$ cat config.mk
export PLATFORM = sky130hd
export DESIGN_NAME = yv_row_feeder
export DESIGN_NICKNAME = d
export VERILOG_FILES = /design/src/rtl/yv_row_feeder.sv
export SDC_FILE = /design/constraint.sdc
export NUM_CORES = 1
export LEC_CHECK = 0
export ABC_CLOCK_PERIOD_IN_PS = 2800
export BUFFER_PORTS_ARGS = -buffer_cell sky130_fd_sc_hd__buf_4
export CORE_MARGIN = 2
export CORE_UTILIZATION = 27
export CTS_CLUSTER_SIZE = 30
export DETAILED_ROUTE_END_ITERATION = 10
export PLACE_DENSITY_LB_ADDON = 0.3
export SLEW_MARGIN = 10
export SYNTH_ARGS = -nofsm -noshare
export SYNTH_HDL_FRONTEND = slang
export SYNTH_SLANG_ARGS = --single-unit
$ cat constraint.sdc
create_clock -name clock -period 2.8 [get_ports clock]
set_input_delay 0 -clock clock [delete_from_list [all_inputs] [get_ports clock]]
set_output_delay 0 -clock clock [all_outputs]
set_load 0.005 [all_outputs]
$ cat src/rtl/yv_row_feeder.sv
// Row feeder for the Jacobi complex MAC datapath: walks row i of Y and all of V,
// aligns SRAM read data with per-column tags and diverts the diagonal to the divider.
module yv_row_feeder #(
  parameter int unsigned DIM_LOG2 = 3,
  parameter int unsigned DATA_W   = 48,
  parameter int unsigned SRAM_LAT = 1
) (
  input  logic                  clock,
  input  logic                  reset_n,
  input  logic                  start,
  input  logic [DIM_LOG2-1:0]   row_idx,
  output logic                  busy,
  output logic                  done,
  output logic [2*DIM_LOG2-1:0] y_sram_addr,
  output logic [DIM_LOG2-1:0]   v_sram_addr,
  output logic                  sram_rd_en,
  input  logic [DATA_W-1:0]     y_sram_rdata,
  input  logic [DATA_W-1:0]     v_sram_rdata,
  output logic [DATA_W-1:0]     y_feed_mult,
  output logic [DATA_W-1:0]     v_feed_mult,
  output logic                  feed_valid,
  output logic                  feed_last,
  output logic [DATA_W-1:0]     diag_out,
  output logic                  diag_valid
);

  localparam int unsigned DIM = 2 ** DIM_LOG2;
  localparam logic [DIM_LOG2-1:0] ColMax = DIM_LOG2'(DIM - 1);

  typedef enum logic [1:0] {
    StIdle,
    StIssue,
    StDrain,
    StDone
  } state_e;

  typedef struct packed {
    logic valid;
    logic is_diag;
    logic is_last;
  } tag_t;

  state_e              state_q, state_d;
  logic [DIM_LOG2-1:0] row_q, row_d;
  logic [DIM_LOG2-1:0] col_q, col_d;

  tag_t                tag_in;
  tag_t                tag_out;
  tag_t                tag_q [SRAM_LAT];

  logic [DATA_W-1:0]   y_feed_q;
  logic [DATA_W-1:0]   v_feed_q;
  logic [DATA_W-1:0]   diag_q;
  logic                feed_valid_q;
  logic                feed_last_q;
  logic                diag_valid_q;

  // ---------------------------------------------------------------------------
  // Control FSM
  // ---------------------------------------------------------------------------
  always_ff @(posedge clock or negedge reset_n) begin
    if (!reset_n) begin
      state_q <= StIdle;
      row_q   <= '0;
      col_q   <= '0;
    end else begin
      state_q <= state_d;
      row_q   <= row_d;
      col_q   <= col_d;
    end
  end

  always_comb begin
    state_d = state_q;
    row_d   = row_q;
    col_d   = col_q;
    unique case (state_q)
      StIdle: begin
        if (start) begin
          row_d   = row_idx;
          col_d   = '0;
          state_d = StIssue;
        end
      end
      StIssue: begin
        // Column stops at DIM-1 so the address holds through drain.
        if (col_q == ColMax) begin
          state_d = StDrain;
        end else begin
          col_d = col_q + DIM_LOG2'(1);
        end
      end
      StDrain: begin
        if (feed_valid_q && feed_last_q) begin
          state_d = StDone;
        end
      end
      StDone: begin
        state_d = StIdle;
      end
      default: begin
        state_d = StIdle;
      end
    endcase
  end

  assign sram_rd_en  = (state_q == StIssue);
  assign busy        = (state_q == StIssue) || (state_q == StDrain);
  assign done        = (state_q == StDone);
  assign y_sram_addr = {row_q, col_q};
  assign v_sram_addr = col_q;

  // ---------------------------------------------------------------------------
  // Tag pipeline, SRAM_LAT deep, so each tag meets its read data
  // ---------------------------------------------------------------------------
  always_comb begin
    tag_in         = '0;
    tag_in.valid   = sram_rd_en;
    tag_in.is_diag = sram_rd_en && (col_q == row_q);
    tag_in.is_last = sram_rd_en && (col_q == ColMax);
  end

  always_ff @(posedge clock or negedge reset_n) begin
    if (!reset_n) begin
      for (int i = 0; i < int'(SRAM_LAT); i++) begin
        tag_q[i] <= '0;
      end
    end else begin
      tag_q[0] <= tag_in;
      for (int i = 1; i < int'(SRAM_LAT); i++) begin
        tag_q[i] <= tag_q[i-1];
      end
    end
  end

  assign tag_out = tag_q[SRAM_LAT-1];

  // ---------------------------------------------------------------------------
  // Registered output stage
  // ---------------------------------------------------------------------------
  always_ff @(posedge clock or negedge reset_n) begin
    if (!reset_n) begin
      y_feed_q     <= '0;
      v_feed_q     <= '0;
      diag_q       <= '0;
      feed_valid_q <= 1'b0;
      feed_last_q  <= 1'b0;
      diag_valid_q <= 1'b0;
    end else begin
      feed_valid_q <= tag_out.valid;
      feed_last_q  <= tag_out.valid && tag_out.is_last;
      diag_valid_q <= tag_out.valid && tag_out.is_diag;
      if (tag_out.valid) begin
        y_feed_q <= y_sram_rdata;
        // Zero the diagonal lane so the downstream sum covers j != i only.
        v_feed_q <= tag_out.is_diag ? '0 : v_sram_rdata;
        if (tag_out.is_diag) begin
          diag_q <= y_sram_rdata;
        end
      end
    end
  end

  assign y_feed_mult = y_feed_q;
  assign v_feed_mult = v_feed_q;
  assign diag_out    = diag_q;
  assign feed_valid  = feed_valid_q;
  assign feed_last   = feed_last_q;
  assign diag_valid  = diag_valid_q;

endmodule
### Word-level counts from Yosys, hierarchy flattened

Cells that the tools add are included.

| operators by class | value |
|---|---|
| equality and inequality tests | 9 |
| reduce and logical (&&, ||, !) cells | 12 |
| $add $sub $neg | 1 |
| muxes and demuxes | 8 |

Operator list:

| kind | count |
|---|---|
| 48-bit two-way mux | 1 |
| 2-bit one-hot mux with 4 select lines | 1 |
| 2-bit two-way mux | 3 |
| 3-bit two-way mux | 2 |
| 2-bit != test (second input constant) | 3 |
| 3-bit one-hot mux with 2 select lines | 1 |
| 3-bit AND reduction | 2 |
| 1-bit logical AND | 5 |
| 2-bit == test (second input constant) | 2 |
| 2-bit AND reduction | 2 |
| 3-bit by 1-bit adder with 3-bit output (second input constant) | 1 |
| 3-bit == test | 1 |
| 3-bit == test (second input constant) | 1 |
| 2-bit by 1-bit == test with 1-bit output (second input constant) | 1 |
| 2-bit zero test | 1 |
| 2-bit by 1-bit != test with 1-bit output (second input constant) | 1 |
| 2-bit nonzero test | 1 |
| 1-bit logical OR | 1 |

| storage, ports and cells | value |
|---|---|
| register bits | 158 |
| input port bits | 102 |
| output and inout bits | 159 |
| word-level logic and storage cells | 42 |

### Depth between registers and ports, before layout

Gate-level depths: netlist (run 1).

| depth | value |
|---|---|
| depth after elaboration | 3 |
| gate-level depth with buffers | 5 |

### Least setup slack after synthesis (run 1)

Ideal clock, no wire load.

| path | value |
|---|---|
| path type | reg2reg |
| start | reg state_q[1] |
| end | reg state_q[1] |
| arrival | 1,452 ps |
| path buffers | 0 |
| library setup time | 125 ps |
| period minus slack after synthesis | 1,576 ps |
| cell stages (with the launch flop) | 6 |
| path slack | 1,224 ps |
| data required time | 2,675 ps |
| path through | dfrtp_1 inv_1 ha_1 nor2b_2 a211oi_2 mux2_2 |

| between the ends | value |
|---|---|
| longest elaborated chain between the ends | 3 |

RTL lines:

| element | RTL line | source |
|---|---|---|
| start: declaration | 43 | `state_e state_q, state_d;` |
| start signal: assignment | 63 | `state_q <= StIdle;` |
| start signal: assignment | 67 | `state_q <= state_d;` |
| 2-bit by 1-bit == test with 1-bit output (*) | n/a |  |
| via sram_rd_en | 16 | `output logic sram_rd_en,` |
| 2-bit by 1-bit != test with 1-bit output (no source line) | n/a |  |
| 3-bit AND reduction (no source line) | n/a |  |

Mark *: on every way through the listed nets, which the timed path passes. The rest lies on a longest branch.
A chain may end at the register's enable or synchronous reset.

### Final worst setup path (run 1)

| path | value |
|---|---|
| start | reg state_q[0] |
| end | reg row_q[2] |

| between the ends | value |
|---|---|
| longest elaborated chain between the ends | 2 |

RTL lines:

| element | RTL line | source |
|---|---|---|
| 2-bit zero test | 77 | `unique case (state_q)` |
| 2-bit AND reduction (no source line) | n/a |  |
| end signal: assignment | 68 | `row_q <= row_d;` |
| end: declaration | 44 | `logic [DIM_LOG2-1:0] row_q, row_d;` |

Every way passes these cells.

==> impl_metrics.yaml, run 1 <==
outcome:
  status: "finished clean"
die:
  core-area_mm2: 0.02326
  pin_count: 261
  start_util_pct: 27.29
  die_area_mm2: 0.02475
  die_w_um: 157.3
  rows: 56
  die_h_um: 157.3
worst_setup_path:
  worstPathMaxFanout: 4
  critPathRequiredTime_ps: 3100
  arrival_ps: 2200
  crit_type: "reg2reg"
  cp-endpoint: "row_q[2]"
  rr_startpoint: "state_q[0]"
  reg2reg_slack_ps: 900
  reg2regPathDepth: 5
  critPathLaunchType: "flop"
  crit_cells: 5
  cp_slowest_stage_delay_ps: 560
  crit_family: "buffers and inverters"
  crit_slowest_cell: "dlygate4sd3_1"
  setup.worst_path.start: "state_q[0]"
  crit_buf_inv: 2
  endpoint_kind: "flop"
  worstReg2RegEnd: "row_q[2]"
  worstPathCellList: "inv_1 > ha_1 > nand2_1 > mux2_2 > dlygate4sd3_1"
pwr:
  cellPowerDensity_mw_per_mm2: 1044
  clkPwrFrac_pct: 20.5
  combinationalPowerShare_pct: 41.6
  total_leakage_power_uw: 0.004822
  vdd_drop_max_mv: 0.6159
  swShare_pct: 31.22
  seqPwrFrac_pct: 37.9
  netSwitchingPower_uw: 3331
  internal_power_uw: 7336
cts:
  ctsHtreeMaxLevel: 4
  cts-root-buf: "clkbuf_16"
  cts_buffers: 17
  numClockSinks: 158
  clk_pin_slew_worst_paths_ps: 70
  cts.path.max_buffers: 2
  insertion_delay_ps: 420
  cts_tree: "done"
logic_synthesis:
  synth_cells: 471
  synth_area_mm2: 0.006347
  yosysSeqAreaShare_pct: 62.29
  syn-mean-instance-area_um2: 13.48
  synth_nets: 580
  ys_ff_latch: 158
  yosys_warnings: 0
  yosys.cell_types.count: 29
sta:
  rsz0062_at_grt: "false"
  clock.fmax_mhz: 525.6
  setup_tns_ps: 0
  period_minus_slack_ps: 1903
  hold_viol_final: 0
  slew_violations: 0
  finalCritPeriodShare_pct: 67.95
  worst-slew-pin-transition_ps: 693.0
  fin_skew_ps: 14.31
  setup_viol: 0
  slew_headroom_pct: 53.80
cells_and_area:
  final_area_mm2: 0.01022
  antennaDiodeCount: 0
  area_growth_pct: 60.97
  instances_no_fill: 1162
  nets: 939
  drive_gt1_share_pct: 47.57
drt:
  vias: 4858
  routed_wl_mm: 16.72
  drt_pass1_iterations: 4
  vias_per_cell: 4.181
  drtAntennaViolNets: 0
  drc: 0
  wire_per_inst_um: 14.39
  drtIter0Drc: 200
grt:
  grt_pass1_wl_mm: 25.87
  grt_overflow_total: 0
  grt_usage_pct: 13.25
  grt_max_degree: 146
  grt_pass1_vias: 4985
  grt_antenna_before_repair: 0
placed_design:
  place.gp.congestion: 0.7125
  dp_hpwl_mm: 10.21
  portBuffers: 260
  placed_area_mm2: 0.008626
  place_inst: 1026
run:
  cap_violations: 0
worst_hold_path:
  hp-class: "in2async"
[synthesized netlist by cell type, drive strengths merged]
library cell  instances  share of area (%)
xor2                  2               0.28
ha                    7                1.4
a22o                  2               0.28
o211ai                1               0.12
inv                  51                3.0
xnor2                 1               0.14
and2                  2               0.20
a211oi                1               0.20
nand3b               46                5.4
nor3                  1              0.079
nand2b                1              0.099
nand2                 8               0.51
dfrtp               158                 62
nor2b                 4               0.43
mux2                100                 18
or2                   1              0.099
o21a                  1               0.12
buf                  19                2.0
a21oi                 1              0.079
nand3                 1              0.079
o21bai                1               0.12
or4                   1               0.12
clkbuf               10               0.59
o21ai                51                4.0
[repair_timing]
| action | 4_1_cts | 5_1_grt |
|---|---|---|
| endpoints found under the hold margin | 218 | 0 |
| gates resized for setup | 0 | 0 |
| setup buffers | 0 | 0 |
| hold buffers | 104 | 0 |
[cells by family (layout without fill, tap and decap cells)]
| family | after synthesis | after routing | synth area share [%] |
|---|---|---|---|
| AND/OR/NAND/NOR | 65 | 65 | 7.057 |
| AO/OA/AOI/OAI | 58 | 58 | 4.928 |
| buffers and inverters | 80 | 452 | 5.657 |
| adder cells (fa/ha/maj) | 7 | 7 | 1.380 |
| multiplexers | 100 | 100 | 18.27 |
| flip-flops | 158 | 158 | 62.29 |
| XOR/XNOR | 3 | 3 | 0.4140 |
[how the worst min path moves through the flow]
stage / from / end / slack (ps) / depth (start not counted)
after global routing: reset_n / y_feed_mult[0] / 220 / 2
after CTS: reset_n / y_feed_mult[0] / 190 / 2
after floorplan: reset_n / diag_out[0] / -300 / 0
after detailed placement: reset_n / diag_out[45] / 80 / 1
final: reset_n / y_feed_mult[0] / 180 / 2
after global placement: reset_n / diag_out[45] / 90 / 1
[flip-flops by register name, indices dropped and copies added, names as in the netlist]
| signal | flops |
|---|---|
| diag_out | 48 |
| v_feed_mult | 48 |
| y_feed_mult | 48 |
| row_q | 3 |
| tag_out | 3 |
| v_sram_addr | 3 |
| state_q | 2 |
| diag_valid | 1 |
| feed_last | 1 |
| feed_valid | 1 |
[area by class of cell]
| cell class | count | area [um^2] |
|---|---|---|
| clock buffers | 19 | 442.9 |
| clock inverters | 13 | 107.6 |
| inverters | 51 | 191.4 |
| well taps | 319 | 399.1 |
| repair buffers | 369 | 3084 |
| multi-input cells | 233 | 2034 |
| fillers | 2178 | 13050 |
| flip-flops and latches | 158 | 3958 |
[power groups by stage]
stage	Clock (uW)	Combinational, uW	Sequential [uW]
2_1_floorplan	0	1930	4120
3_3_place_gp	0	4300	4070
3_5_place_dp	0	4340	4080
4_1_cts	2300	4490	4060
5_1_grt	2400	4860	4200
6_report	2190	4430	4050
[routing by layer]
metal	vias up	GRT usage [%]	wire length, um
met3	13	4.515	1090
met1	2382	16.50	7201
met4	0	4.286	214
met5	-	0	0
li1	2307	-	-
met2	156	21.63	8213
[per-stage QoR]
stage	total power [uW]	hold WS, ps	worst slack [ps]	util (%)
after floorplan	6053	-295.6	1224	-
after global placement	8362	85.85	1127	37.08
after detailed placement	8424	84.86	1105	37.08
after CTS	10850	194.4	892.2	43.92
after global routing	11470	221.9	786.3	43.92
final	10670	179.6	897.3	43.92
[placed cells by master (no fill, tap or decap), drive strengths merged, types with 2 or more instances in the layout]
cell	instances
buf	265
dfrtp	158
dlygate4sd3	104
mux2	100
inv	56
o21ai	51
nand3b	46
clkbuf	19
nand2	8
ha	7
clkinv	5
nor2b	4
clkinvlp	3
and2	2
xor2	2
a22o	2
Power figures use the tool's default switching activity.
==> run 2, diff against run 1 <==
Settings changed: ABC_AREA set to 1, ABC_CLOCK_PERIOD_IN_PS 2800 to 1650.
Clock period 2.8 ns to 1.65 ns, I/O delays scaled along.
==> run 2 against run 1 <==
Cell count rose by 9.5%. Clock skew fell by 7.3 ps. Critical path depth did not move. Final area fell by 1.2%. Clock power rose by 86%.
==> impl_metrics.yaml, run 2 <==
logic_synthesis:
  synth.largest_area_cell: "dfrtp_1"
  synth_area_leaders: "dfrtp_1 64%, nand2_1 7.8%, o21ai_0 5.1%"
  synth_edf_count: 0
  yosys-top-cells-count: "158 x dfrtp_1, 129 x nand2_1, 82 x inv_1"
  syn-mean-instance-area_um2: 10.03
  ys_ff_latch: 158
  asyncSetResetFlopFracSynth_pct: 100.0
  synth_nets: 728
  yosys_most_used_dff: "dfrtp_1"
  yosysSeqAreaShare_pct: 63.68
  yosys.cell_types.count: 19
  synth_area_mm2: 0.006208
  yosys_warnings: 0
  synth_cells: 619
  yosysMostFrequentCell: "dfrtp_1"
  yosys.area.top_type_share_pct: 63.68
sta:
  slew_headroom_pct: 66.01
  clock.fmax_mhz: 659.9
  worst-slew-pin-transition_ps: 509.1
  fin_skew_ps: 6.976
  setup_tns_ps: 0
  hold_viol_final: 0
  fin_ws_ps: 134.6
  slew_violations: 0
  finalCritPeriodShare_pct: 91.84
  setup_viol: 0
  rsz0062_at_grt: "false"
  period_minus_slack_ps: 1515
drt:
  drc: 0
  vias_per_cell: 4.230
  drt_pass1_iterations: 6
  vias: 5380
  drtIter0Drc: 225
  routed_wl_mm: 18.01
  drtAntennaViolNets: 0
  wire_per_inst_um: 14.16
worst_hold_path:
  hp-class: "in2async"
worst_setup_path:
  critPathLaunchType: "flop"
  critPathRequiredTime_ps: 2010
  crit_type: "reg2reg"
  arrival_ps: 1870
  endpoint_kind: "flop"
  worstPathMaxFanout: 4
cells_and_area:
  layout_commonest_cell: "buf_4"
  area_growth_pct: 62.62
  drive_gt1_share_pct: 31.10
  final_cell_mix: "262 x buf_4, 156 x dfrtp_1, 129 x nand2_1, 102 x dlygate4sd3_1, 82 x inv_1"
  final_core_util_pct: 44.59
  final_area_mm2: 0.01010
  antennaDiodeCount: 0
  nets: 1083
grt:
  grt_pass1_vias: 5457
  grt_overflow_total: 0
  grt_pass1_wl_mm: 29.04
  grt_max_degree: 113
  grt_usage_pct: 15.04
  grt_antenna_before_repair: 0
outcome:
  status: "finished clean"
die:
  rows: 55
  pin_count: 261
  core-area_mm2: 0.02264
  start_util_pct: 27.42
  die_w_um: 155.6
  die_area_mm2: 0.02422
  die_h_um: 155.6
placed_design:
  dp_hpwl_mm: 12.17
  portBuffers: 260
  pre_cts_ws_ps: 184.4
  place.gp.congestion: 0.7619
  placed_area_mm2: 0.008471
cts:
  numClockSinks: 158
  clk_pin_slew_worst_paths_ps: 70
  cts.path.max_buffers: 2
  ctsHtreeMaxLevel: 4
  cts_buffers: 17
  cts-root-buf: "clkbuf_16"
  cts_tree: "done"
  postCtsSetupBuffers: 0
  insertion_delay_ps: 420
pwr:
  cellPowerDensity_mw_per_mm2: 1759
  total_leakage_power_uw: 0.005065
  vdd_drop_max_mv: 0.8662
  power_uw: 17760
run:
  cap_violations: 0
-- run 2: cell types whose count changed after synthesis, moves of 26 or more --
| cell | change |
|---|---|
| inv_1 | +31 |
| nand2_1 | +122 |
| nor2_1 | +28 |
| mux2_1 | +26 |
| nand3b_1 | -44 |
| nand3_1 | +51 |
| mux2_2 | -91 |
-- run 2: report_power, final --
| part | internal [uW] | switching (uW) |
|---|---|---|
| logic | 3750 | 3180 |
| registers | 5720 | 1030 |
| clock network | 2300 | 1780 |
-- run 2: layer usage --
metal / GRT usage [%] / vias up / part of all wire (%)
met1: 18.83 / 2536 / 43
met2: 25.24 / 151 / 50
met4: 6.116 / 0 / 2.1
met3: 3.333 / 18 / 4.7
met5: 0 / - / 0
li1: - / 2675 / -
-- run 2: critical path: stages (launching register included) --
cell,delay [ps]
dfrtp_1,420
inv_1,130
ha_2,220
nand3_1,60
dlygate4sd3_1,560
nand2_1,60
-- run 2: cell type report --
type | count | area (um^2)
Clock buffer | 17 | 425.4
Clock inverter | 15 | 175.2
Fill cell | 2142 | 12540
Inverter | 84 | 315.3
Multi-Input combinational cell | 342 | 1745
Sequential cell | 158 | 3959
Tap cell | 285 | 356.6
Timing Repair Buffer | 371 | 3119
-- run 2: cell families after synthesis --
family	share of synthesized area, %
AOI/OAI and AO/OA	7.578
xor gates and xnor gates	0.1411
adders and majority gates	1.411
buffers and inverters	8.243
DFF	63.68
muxes	4.716
and+or+nand+nor	14.23
-- run 2: final timing paths --
kind                       cells past startpoint             start  slack [ps]         endpoint
setup / recovery                               5        state_q[0]         130         row_q[2]
hold / removal                                 2           reset_n          80  y_feed_mult[28]
setup reg to reg                               5        state_q[0]         130         row_q[2]
hold reg to reg                                2        tag_out[0]         450        feed_last
max in group asynchronous                      3           reset_n         910  v_feed_mult[30]
min in group clock                             4  y_sram_rdata[25]         330     diag_out[25]
-- run 2: what timing repair did --
item | CTS | global route
setup endpoints to repair | 0 | 2
hold buffers | 102 | 0
gates resized for setup | 0 | 2
endpoints found under the hold margin | 305 | 0
-- run 2: stage by stage --
stage          hold slack, ps  std cells
2_1_floorplan          -295.6        619
3_3_place_gp           -33.20       1138
3_5_place_dp           -28.14       1138
4_1_cts                 69.09       1272
5_1_grt                 101.3       1272
6_report                79.60       1272
